**config.mk**
```make
export PLATFORM = sky130hd
export DESIGN_NAME = dcache_ctrl
export DESIGN_NICKNAME = d
export VERILOG_FILES = /design/src/rtl/lsu_pkg.sv /design/src/rtl/sat_counter.sv /design/src/rtl/dcache_ctrl.sv
export SDC_FILE = /design/constraint.sdc
export NUM_CORES = 1
export LEC_CHECK = 0
export CAP_MARGIN = 20
export CORE_AREA = 2 2 207 209
export DETAILED_ROUTE_END_ITERATION = 16
export DIE_AREA = 0 0 209 211
export PLACE_DENSITY = 0.63
export SLEW_MARGIN = 10
export SYNTH_ARGS = -nofsm -noshare
export SYNTH_HDL_FRONTEND = slang
export SYNTH_SLANG_ARGS = --single-unit
```
**constraint.sdc**
```tcl
create_clock -name clk -period 4.5 [get_ports clk]
set_input_delay 0.9 -clock clk [delete_from_list [all_inputs] [get_ports clk]]
set_output_delay 0.9 -clock clk [all_outputs]
set_load 0.02 [all_outputs]
```
**src/rtl/lsu_pkg.sv**
```systemverilog
// Shared definitions for the load/store unit: op-code constants, the
// data-cache controller state encoding, and byte-lane helpers.
package lsu_pkg;

    localparam logic [3:0] OP_LB = 4'd7;
    localparam logic [3:0] OP_LW = 4'd8;
    localparam logic [3:0] OP_SB = 4'd9;
    localparam logic [3:0] OP_SW = 4'd10;

    typedef enum logic [2:0] {
        ST_IDLE   = 3'd0,
        ST_LOOKUP = 3'd1,
        ST_CHECK  = 3'd2,
        ST_MEM_RD = 3'd3,
        ST_FILL   = 3'd4,
        ST_MEM_WR = 3'd5,
        ST_RESP   = 3'd6
    } state_t;

    function automatic logic is_load(input logic [3:0] op);
        return (op == OP_LB) || (op == OP_LW);
    endfunction

    function automatic logic is_store(input logic [3:0] op);
        return (op == OP_SB) || (op == OP_SW);
    endfunction

    // Byte at lane sel of a 32-bit word (lane 0 = bits 7:0).
    function automatic logic [7:0] byte_lane(input logic [31:0] word, input logic [1:0] sel);
        logic [7:0] b;
        case (sel)
            2'd0:    b = word[7:0];
            2'd1:    b = word[15:8];
            2'd2:    b = word[23:16];
            default: b = word[31:24];
        endcase
        return b;
    endfunction

    // One-hot byte enable for lane sel.
    function automatic logic [3:0] byte_en(input logic [1:0] sel);
        return 4'b0001 << sel;
    endfunction

endpackage

```
**src/rtl/sat_counter.sv**
```systemverilog
// Saturating up-counter.
//   clk, rstn : clock, asynchronous active-low reset
//   inc       : increment request for this cycle
//   count     : current value; sticks at all-ones
module sat_counter #(
    parameter int W = 16
) (
    input  logic         clk,
    input  logic         rstn,
    input  logic         inc,
    output logic [W-1:0] count
);

    always_ff @(posedge clk or negedge rstn) begin
        if (!rstn) begin
            count <= '0;
        end else if (inc && (count != {W{1'b1}})) begin
            count <= count + 1'b1;
        end
    end

endmodule

```
**src/rtl/dcache_ctrl.sv**
```systemverilog
// Data-cache sequencing controller. Takes one load/store at a time from the
// LSQ, probes/writes the cache, does write-through stores and single-word
// refills on load misses, and returns one completion per request.
//   req_*   : LSQ request (valid/ready; accepted on an edge where both are 1)
//   cache_* : cache strobe, op, address, write data; hit/rdata one cycle later
//   mem_*   : single-port memory request, held stable until mem_ack
//   cmp_*   : registered completion, meaningful only while cmp_valid=1
//   miss_count : saturating count of load misses
module dcache_ctrl
    import lsu_pkg::*;
#(
    parameter int ADDR_W = 32,
    parameter int DATA_W = 32,
    parameter int CNT_W  = 16
) (
    input  logic              clk,
    input  logic              rstn,
    input  logic              req_valid,
    output logic              req_ready,
    input  logic [31:0]       req_pc,
    input  logic [ADDR_W-1:0] req_addr,
    input  logic [5:0]        req_reg,
    input  logic [3:0]        req_op,
    input  logic [DATA_W-1:0] req_wdata,
    output logic              cache_en,
    output logic [3:0]        cache_op,
    output logic [ADDR_W-1:0] cache_addr,
    output logic [DATA_W-1:0] cache_wdata,
    input  logic              cache_hit,
    input  logic [DATA_W-1:0] cache_rdata,
    output logic              mem_req,
    output logic              mem_we,
    output logic [ADDR_W-1:0] mem_addr,
    output logic [3:0]        mem_be,
    output logic [DATA_W-1:0] mem_wdata,
    input  logic              mem_ack,
    input  logic [DATA_W-1:0] mem_rdata,
    output logic              cmp_valid,
    output logic [31:0]       cmp_pc,
    output logic [5:0]        cmp_reg,
    output logic [DATA_W-1:0] cmp_data,
    output logic              cmp_store,
    output logic              cmp_err,
    output logic [CNT_W-1:0]  miss_count
);

    state_t            state;
    logic [3:0]        op_q;
    logic [ADDR_W-1:0] addr_q;
    logic [31:0]       pc_q;
    logic [5:0]        reg_q;
    logic              cache_en_q;
    logic [3:0]        cache_op_q;
    logic              sb_hit_wr;
    logic              miss_inc;

    // A byte store that hits must update the cache in the same cycle the hit
    // is seen, so this strobe is the one cache output not taken from a flop.
    assign sb_hit_wr  = (state == ST_CHECK) && (op_q == OP_SB) && cache_hit;
    assign cache_en   = cache_en_q | sb_hit_wr;
    assign cache_op   = sb_hit_wr ? OP_SB : cache_op_q;
    assign cache_addr = addr_q;

    assign miss_inc = (state == ST_CHECK) && is_load(op_q) && !cache_hit;

    sat_counter #(.W(CNT_W)) u_miss_cnt (
        .clk   (clk),
        .rstn  (rstn),
        .inc   (miss_inc),
        .count (miss_count)
    );

    // cache_wdata doubles as the store-data latch and the refill word buffer.
    always_ff @(posedge clk or negedge rstn) begin
        if (!rstn) begin
            state       <= ST_IDLE;
            op_q        <= '0;
            addr_q      <= '0;
            pc_q        <= '0;
            reg_q       <= '0;
            req_ready   <= 1'b0;
            cache_en_q  <= 1'b0;
            cache_op_q  <= '0;
            cache_wdata <= '0;
            mem_req     <= 1'b0;
            mem_we      <= 1'b0;
            mem_addr    <= '0;
            mem_be      <= '0;
            mem_wdata   <= '0;
            cmp_valid   <= 1'b0;
            cmp_pc      <= '0;
            cmp_reg     <= '0;
            cmp_data    <= '0;
            cmp_store   <= 1'b0;
            cmp_err     <= 1'b0;
        end else begin
            cmp_valid  <= 1'b0;
            cache_en_q <= 1'b0;
            cache_op_q <= '0;
            req_ready  <= 1'b0;
            case (state)
                ST_IDLE: begin
                    req_ready <= 1'b1;
                    if (req_valid && req_ready) begin
                        req_ready   <= 1'b0;
                        op_q        <= req_op;
                        addr_q      <= req_addr;
                        pc_q        <= req_pc;
                        reg_q       <= req_reg;
                        cache_wdata <= req_wdata;
                        if (is_load(req_op) || is_store(req_op)) begin
                            state      <= ST_LOOKUP;
                            cache_en_q <= 1'b1;
                            // A byte store only probes here; it writes on hit.
                            cache_op_q <= (req_op == OP_SB) ? OP_LB : req_op;
                        end else begin
                            state     <= ST_RESP;
                            cmp_valid <= 1'b1;
                            cmp_pc    <= req_pc;
                            cmp_reg   <= req_reg;
                            cmp_data  <= '0;
                            cmp_store <= 1'b0;
                            cmp_err   <= 1'b1;
                        end
                    end
                end
                ST_LOOKUP: state <= ST_CHECK;
                ST_CHECK: begin
                    mem_addr <= {addr_q[ADDR_W-1:2], 2'b00};
                    if (is_load(op_q)) begin
                        if (cache_hit) begin
                            state     <= ST_RESP;
                            cmp_valid <= 1'b1;
                            cmp_pc    <= pc_q;
                            cmp_reg   <= reg_q;
                            cmp_data  <= (op_q == OP_LW) ? cache_rdata
                                       : {{(DATA_W-8){1'b0}}, cache_rdata[7:0]};
                            cmp_store <= 1'b0;
                            cmp_err   <= 1'b0;
                        end else begin
                            state   <= ST_MEM_RD;
                            mem_req <= 1'b1;
                            mem_we  <= 1'b0;
                            mem_be  <= 4'b1111;
                        end
                    end else begin
                        state   <= ST_MEM_WR;
                        mem_req <= 1'b1;
                        mem_we  <= 1'b1;
                        if (op_q == OP_SB) begin
                            mem_be    <= byte_en(addr_q[1:0]);
                            mem_wdata <= {(DATA_W/8){cache_wdata[7:0]}};
                        end else begin
                            mem_be    <= 4'b1111;
                            mem_wdata <= cache_wdata;
                        end
                    end
                end
                ST_MEM_RD: begin
                    if (mem_ack) begin
                        state       <= ST_FILL;
                        mem_req     <= 1'b0;
                        cache_wdata <= mem_rdata;
                        cache_en_q  <= 1'b1;
                        cache_op_q  <= OP_SW;
                    end
                end
                ST_FILL: begin
                    state     <= ST_RESP;
                    cmp_valid <= 1'b1;
                    cmp_pc    <= pc_q;
                    cmp_reg   <= reg_q;
                    cmp_data  <= (op_q == OP_LW) ? cache_wdata
                               : {{(DATA_W-8){1'b0}}, byte_lane(cache_wdata[31:0], addr_q[1:0])};
                    cmp_store <= 1'b0;
                    cmp_err   <= 1'b0;
                end
                ST_MEM_WR: begin
                    if (mem_ack) begin
                        state     <= ST_RESP;
                        mem_req   <= 1'b0;
                        cmp_valid <= 1'b1;
                        cmp_pc    <= pc_q;
                        cmp_reg   <= reg_q;
                        cmp_data  <= '0;
                        cmp_store <= 1'b1;
                        cmp_err   <= 1'b0;
                    end
                end
                ST_RESP: begin
                    state     <= ST_IDLE;
                    req_ready <= 1'b1;
                end
                default: state <= ST_IDLE;
            endcase
        end
    end

endmodule

```
==> results of run 1 <==
[placed cells by master (no fill, tap or decap), drive strengths merged, types with 3 or more instances in the layout]
master / instances
a21oi: 77
and2: 5
a22o: 4
nor2b: 6
nor4: 49
nand2b: 6
mux2: 70
and3: 5
nand3: 5
a31oi: 11
clkdlybuf4s50: 400
dfrtp: 272
clkbuf: 53
nor3: 7
buf: 19
o22ai: 3
nor2: 67
xor2: 10
nand4: 3
mux4: 4
nand2: 267
o21ai: 34
inv: 6
clkinv: 4
nor4b: 3
mux2i: 95
nor3b: 5
a32oi: 8
a22oi: 24
[worst reg2reg max path, delay by kind of cell (launching register included)]
family                 cells  cell delay, ns
AO/OA/AOI/OAI              1            0.45
buffers and inverters      1            0.48
flip-flops                 1            0.59
multiplexers               1            0.59
AND/OR/NAND/NOR            2            0.73
[cells by family (layout without fill, tap and decap cells)]
family / Yosys count / count (layout) / synth area share
compound gates: 175 / 175 / 0.0882
flops: 272 / 272 / 0.548
simple gates: 439 / 439 / 0.161
buf+inv: 89 / 485 / 0.0399
other cells: 1 / 2 / 0.000302
mux: 169 / 169 / 0.153
xor+xnor: 12 / 12 / 0.00846
fa+ha+maj: 1 / 1 / 0.00101
[final cells by class]
cell class                      instances  area share
Tap cell                              539      0.0373
Multi-Input combinational cell        798       0.287
Sequential cell                       272       0.376
Clock inverter                          8     0.00471
Inverter                                5     0.00131
Timing Repair Buffer                  419       0.233
Clock buffer                           53      0.0601
[worst paths after layout]
| kind | end | cells after the start | slack [ns] |
|---|---|---|---|
| worst max-delay path | cache_op[2] | 4 | 0.90 |
| worst min-delay path | mem_wdata[2] | 1 | 0.39 |
| worst max register to register | cmp_data[11] | 5 | 1.54 |
| worst min register to register | pc_q[31] | 2 | 0.47 |
| max in group asynchronous | mem_wdata[21] | 2 | 3.07 |
| min in group clk | pc_q[31] | 2 | 0.47 |
[metal layers]
metal	part of all wire	vias up	global-route usage
li1	-	4776	-
met1	0.44	5160	0.263
met2	0.47	344	0.307
met3	0.059	77	0.0404
met4	0.030	0	0.0722
met5	0	-	0
[report_power, final]
part / internal, mW / total [mW] / switching, mW
clock: 1.72 / 2.81 / 1.09
combinational: 2.93 / 6.34 / 3.40
sequential: 3.49 / 4.51 / 1.02
total: 8.14 / 13.7 / 5.51
==> impl_metrics.json, run 1 <==
{
  "status": "finished clean",
  "route.detailed.drc": 0,
  "crit_chain": "clkdlybuf4s50_1 > nand3_1 > and2_1 > clkdlybuf4s50_1",
  "hold_ws_ns": 0.385,
  "synthArstFlopShare": 1.00,
  "boundaryPins": 404,
  "slew_headroom": 0.307,
  "fillers": 3925,
  "slowest_delay_ns": 0.64,
  "cp.required_ns": 3.60,
  "syn2layout_area_growth_pct": 45.6,
  "core_um2": 41800,
  "rsz0062_at_grt": "false",
  "finalSetupViolCount": 0,
  "rows": 75,
  "ant_nets": 0,
  "io_buffer_count": 401,
  "syn_inst": 1158,
  "routed_wl_um": 43100,
  "die-width_um": 209,
  "fmax_mhz": 278,
  "grt_antenna_before_repair": 0,
  "numCtsBuffers": 34,
  "critPathLaunchType": "input pin",
  "clockBufferDepth": 3,
  "clk_latency_ns": 0.52,
  "critical_path_class": "in2out",
  "viasPerCell": 4.95,
  "grt-ovfl-total": 0,
  "grt_pass1_wl_um": 65500,
  "arrival_ns": 2.70,
  "maxSlewViolCount": 0,
  "min_period_ns": 3.60,
  "synth_warnings": 0,
  "place_area_um2": 16900,
  "vdd_drop_max_mv": 0.412,
  "drive_gt1_frac": 0.107,
  "ctsHoldBuffers": 0,
  "layout.nets": 1706,
  "num_vias": 10357,
  "grt_max_degree": 107,
  "htreeDepth": 2,
  "start_util": 0.297,
  "synth_cell_types": 63,
  "grt_util_all_layers": 0.194,
  "post_cts_buffers": 0,
  "r2r-start": "state[0]",
  "place_hpwl_um": 29800,
  "synth_edf_count": 0,
  "drtPass1Iterations": 5,
  "startpoint": "cache_hit",
  "worst_slack_ns": 0.898,
  "clkTransAtPathRegs_ns": 0.06,
  "cp-end-kind": "output port",
  "wire_per_inst_um": 20.6,
  "clkSinkCount": 272,
  "gp_congestion": 0.834,
  "yosysSeqAreaShare": 0.548,
  "yosys.area.top_type_share": 0.548,
  "synth_area_um2": 12400,
  "synthFlopType": "dfrtp_1",
  "synth-seq-cells": 272,
  "cts_tree": "yes",
  "regArea_um2": 6810,
  "synth_area_leaders": "dfrtp_1 (55%), nand2_1 (8.1%), mux2i_1 (7.7%), mux2_2 (4.6%), a21oi_1 (3.1%)",
  "antenna-diode-count": 0,
  "dpl_worst_slack_ns": 0.869,
  "grt_pass1_vias": 10453,
  "path_common_cell": "clkdlybuf4s50_1",
  "post-route-period-util": 0.801,
  "post-route-util": 0.433,
  "multi_input_area_um2": 5190,
  "cp_top_family": "buffers and inverters",
  "die-area_um2": 44100,
  "p_leak_nw": 8.03,
  "total_power_mw": 13.7,
  "finalSetupTns_ns": 0,
  "synthTopCellsByCount": "dfrtp_1 (272), nand2_1 (267), mux2i_1 (95)",
  "min-delay-path-class": "in2async",
  "crit_fanout": 5,
  "yosysTopAreaCell": "dfrtp_1",
  "final_cells": 2094,
  "post-route-cell-area_um2": 18100,
  "p_per_area_nw_per_um2": 755,
  "cts_root_buf": "clkbuf_16",
  "max_slew.worst_pin.slew_ns": 1.04,
  "slowest_stage": "clkdlybuf4s50_1",
  "synthMostInstantiatedCell": "dfrtp_1",
  "cts_resized": 0,
  "drt_iter0_drc": 588,
  "syn_avg_cell_area_um2": 10.7,
  "maxCapViolCount": 0,
  "finClkSkew_ns": 0.0154,
  "dieHeight_um": 211,
  "hold_viol_final": 0,
  "crit_buf_inv": 2,
  "dp_cells": 2031
}
No activity file was read; power rests on OpenSTA's default activity.
==> run 2: changes to the inputs <==
==> constraint.sdc (replaced) <==
create_clock -name clk -period 3.56 [get_ports clk]
set_input_delay 0.712 -clock clk [delete_from_list [all_inputs] [get_ports clk]]
set_output_delay 0.712 -clock clk [all_outputs]
set_load 0.02 [all_outputs]
==> run 2 against run 1 <==
Clock power is 25% higher. First-iteration DRC count is 12% higher. Register-to-register slack got worse by 0.77 ns. Sequential power up 25%. Final area rose by 0.18%. Highest routed layer is now met5. Critical path type is now reg2out. Clock skew up 0.0012 ns. Wire length decreased by 0.48%. Sequential share of layout area fell by 0.068 points. Non-clock buffer count grew 7. Hold slack got worse by 0.21 ns. Clock-buffer cell count fell by 3. Die area unchanged.
==> impl_metrics.json, run 2 (same netlist as run 1, synthesis figures left out) <==
{
  "dp_cells": 2040,
  "grt_pass1_vias": 10473,
  "maxSlewViolCount": 0,
  "r2r-start": "state[1]",
  "arrival_ns": 2.52,
  "viasPerCell": 4.93,
  "grt_antenna_before_repair": 5,
  "critical_path.reg2reg.endpoint": "mem_wdata[3]",
  "p_per_area_nw_per_um2": 950,
  "cts_tree": "yes",
  "numCtsBuffers": 34,
  "crit_buf_inv": 1,
  "finalSetupViolCount": 0,
  "post-route-cell-area_um2": 18100,
  "grt_pass1_wl_um": 65900,
  "clk_latency_ns": 0.54,
  "max_slew.worst_pin.slew_ns": 0.818,
  "drtPass1Iterations": 4,
  "min-delay-path-class": "in2async",
  "clockBufferDepth": 3,
  "boundaryPins": 404,
  "post_cts_buffers": 0,
  "grt-ovfl-total": 0,
  "finalSetupTns_ns": 0,
  "p_leak_nw": 8.06,
  "grt_max_degree": 81,
  "worst_slack_ns": 0.329,
  "finClkSkew_ns": 0.0166,
  "ctsHoldBuffers": 0,
  "maxCapViolCount": 0,
  "ant_nets": 0,
  "fillers": 3914,
  "critical_path_class": "reg2out",
  "route.detailed.drc": 0,
  "slew_headroom": 0.454,
  "syn2layout_area_growth_pct": 45.9,
  "crit_chain": "nor3b_4 > nand3_1 > nand2b_1 > clkdlybuf4s50_1",
  "cp_top_family": "simple AND/OR/NAND/NOR gates",
  "slowest_stage": "clkdlybuf4s50_1",
  "core_um2": 41800,
  "dpl_worst_slack_ns": 0.455,
  "layout.nets": 1713,
  "post-route-period-util": 0.908,
  "total_power_mw": 17.2,
  "cts_root_buf": "clkbuf_16",
  "cts_resized": 0,
  "dieHeight_um": 211,
  "final_cell_mix": "clkdlybuf4s50_1 (400), dfrtp_1 (272), nand2_1 (266)",
  "die-width_um": 209,
  "place_area_um2": 17000,
  "fmax_mhz": 310,
  "wire_per_inst_um": 20.4,
  "cp-end-kind": "output port",
  "place_hpwl_um": 30100,
  "slowest_delay_ns": 0.65,
  "hold_viol_final": 0,
  "gp_congestion": 0.839,
  "status": "finished clean",
  "reg2regPathDepth": 6,
  "final_cells": 2102,
  "clkSinkCount": 272,
  "start_util": 0.297,
  "drt_iter0_drc": 656,
  "die-area_um2": 44100,
  "rows": 75,
  "layout_commonest_cell": "clkdlybuf4s50_1",
  "crit_fanout": 12,
  "routed_wl_um": 42900,
  "drive_gt1_frac": 0.111,
  "rsz0062_at_grt": "false",
  "critPathLaunchType": "register",
  "io_buffer_count": 401,
  "htreeDepth": 2,
  "vdd_drop_max_mv": 0.453,
  "num_vias": 10362,
  "clkTransAtPathRegs_ns": 0.06,
  "grt_util_all_layers": 0.195,
  "min_period_ns": 3.23,
  "r2r_slack_ns": 0.77,
  "cp.required_ns": 2.85
}
## run 2: cell types whose count changed in the layout (fill, tap and decap cells not counted)
cell,previous run,this run
buf_12,5,6
inv_6,2,1
clkinv_2,1,6
clkinvlp_4,2,1
diode_2,0,3
clkbuf_8,10,8
clkbuf_1,6,5
clkinv_4,3,1
buf_4,13,19
## run 2: area by class of cell
cell class / count / area, um2 / share of cell area
Sequential cell: 272 / 6810 / 0.376
Multi-Input combinational cell: 798 / 5190 / 0.286
Timing Repair Buffer: 426 / 4280 / 0.236
Clock buffer: 50 / 1050 / 0.0582
Tap cell: 539 / 674 / 0.0372
Clock inverter: 9 / 76.3 / 0.00421
Inverter: 5 / 23.8 / 0.00131
Antenna cell: 3 / 7.51 / 0.000414
## run 2: stage by stage
step / util / hold WS, ns
after global routing: 0.434 / 0.214
after detailed placement: 0.406 / 0.461
after floorplan: - / 0.416
after global placement: 0.406 / 0.456
final: 0.434 / 0.180
after CTS: 0.434 / 0.182
## run 2: how the worst max path moves through the flow
stage,start,endpoint,slack (ns),cells after the start
final,state[1],cache_en,0.33,4
after floorplan,state[0],cache_op[1],1.35,4
after CTS,state[1],cache_en,0.25,4
after detailed placement,req_op[0],cmp_pc[28],0.46,7
after global placement,cache_hit,cache_en,0.48,4
after global routing,op_q[1],cache_en,0.12,4
## run 2: routing by layer
metal  vias to the layer above  global-route usage  wire length, um
met3                        50              0.0464             2760
met4                         4              0.0542              761
li1                       4817                   -                -
met1                      5156               0.260            18900
met5                         -                   0               23
met2                       335               0.317            20400
## run 2: where the power goes
group	total [mW]	switching (mW)	internal [mW]
clock	3.50	1.37	2.12
sequential	5.65	1.24	4.41
combinational	8.07	4.32	3.75
total	17.2	6.93	10.3
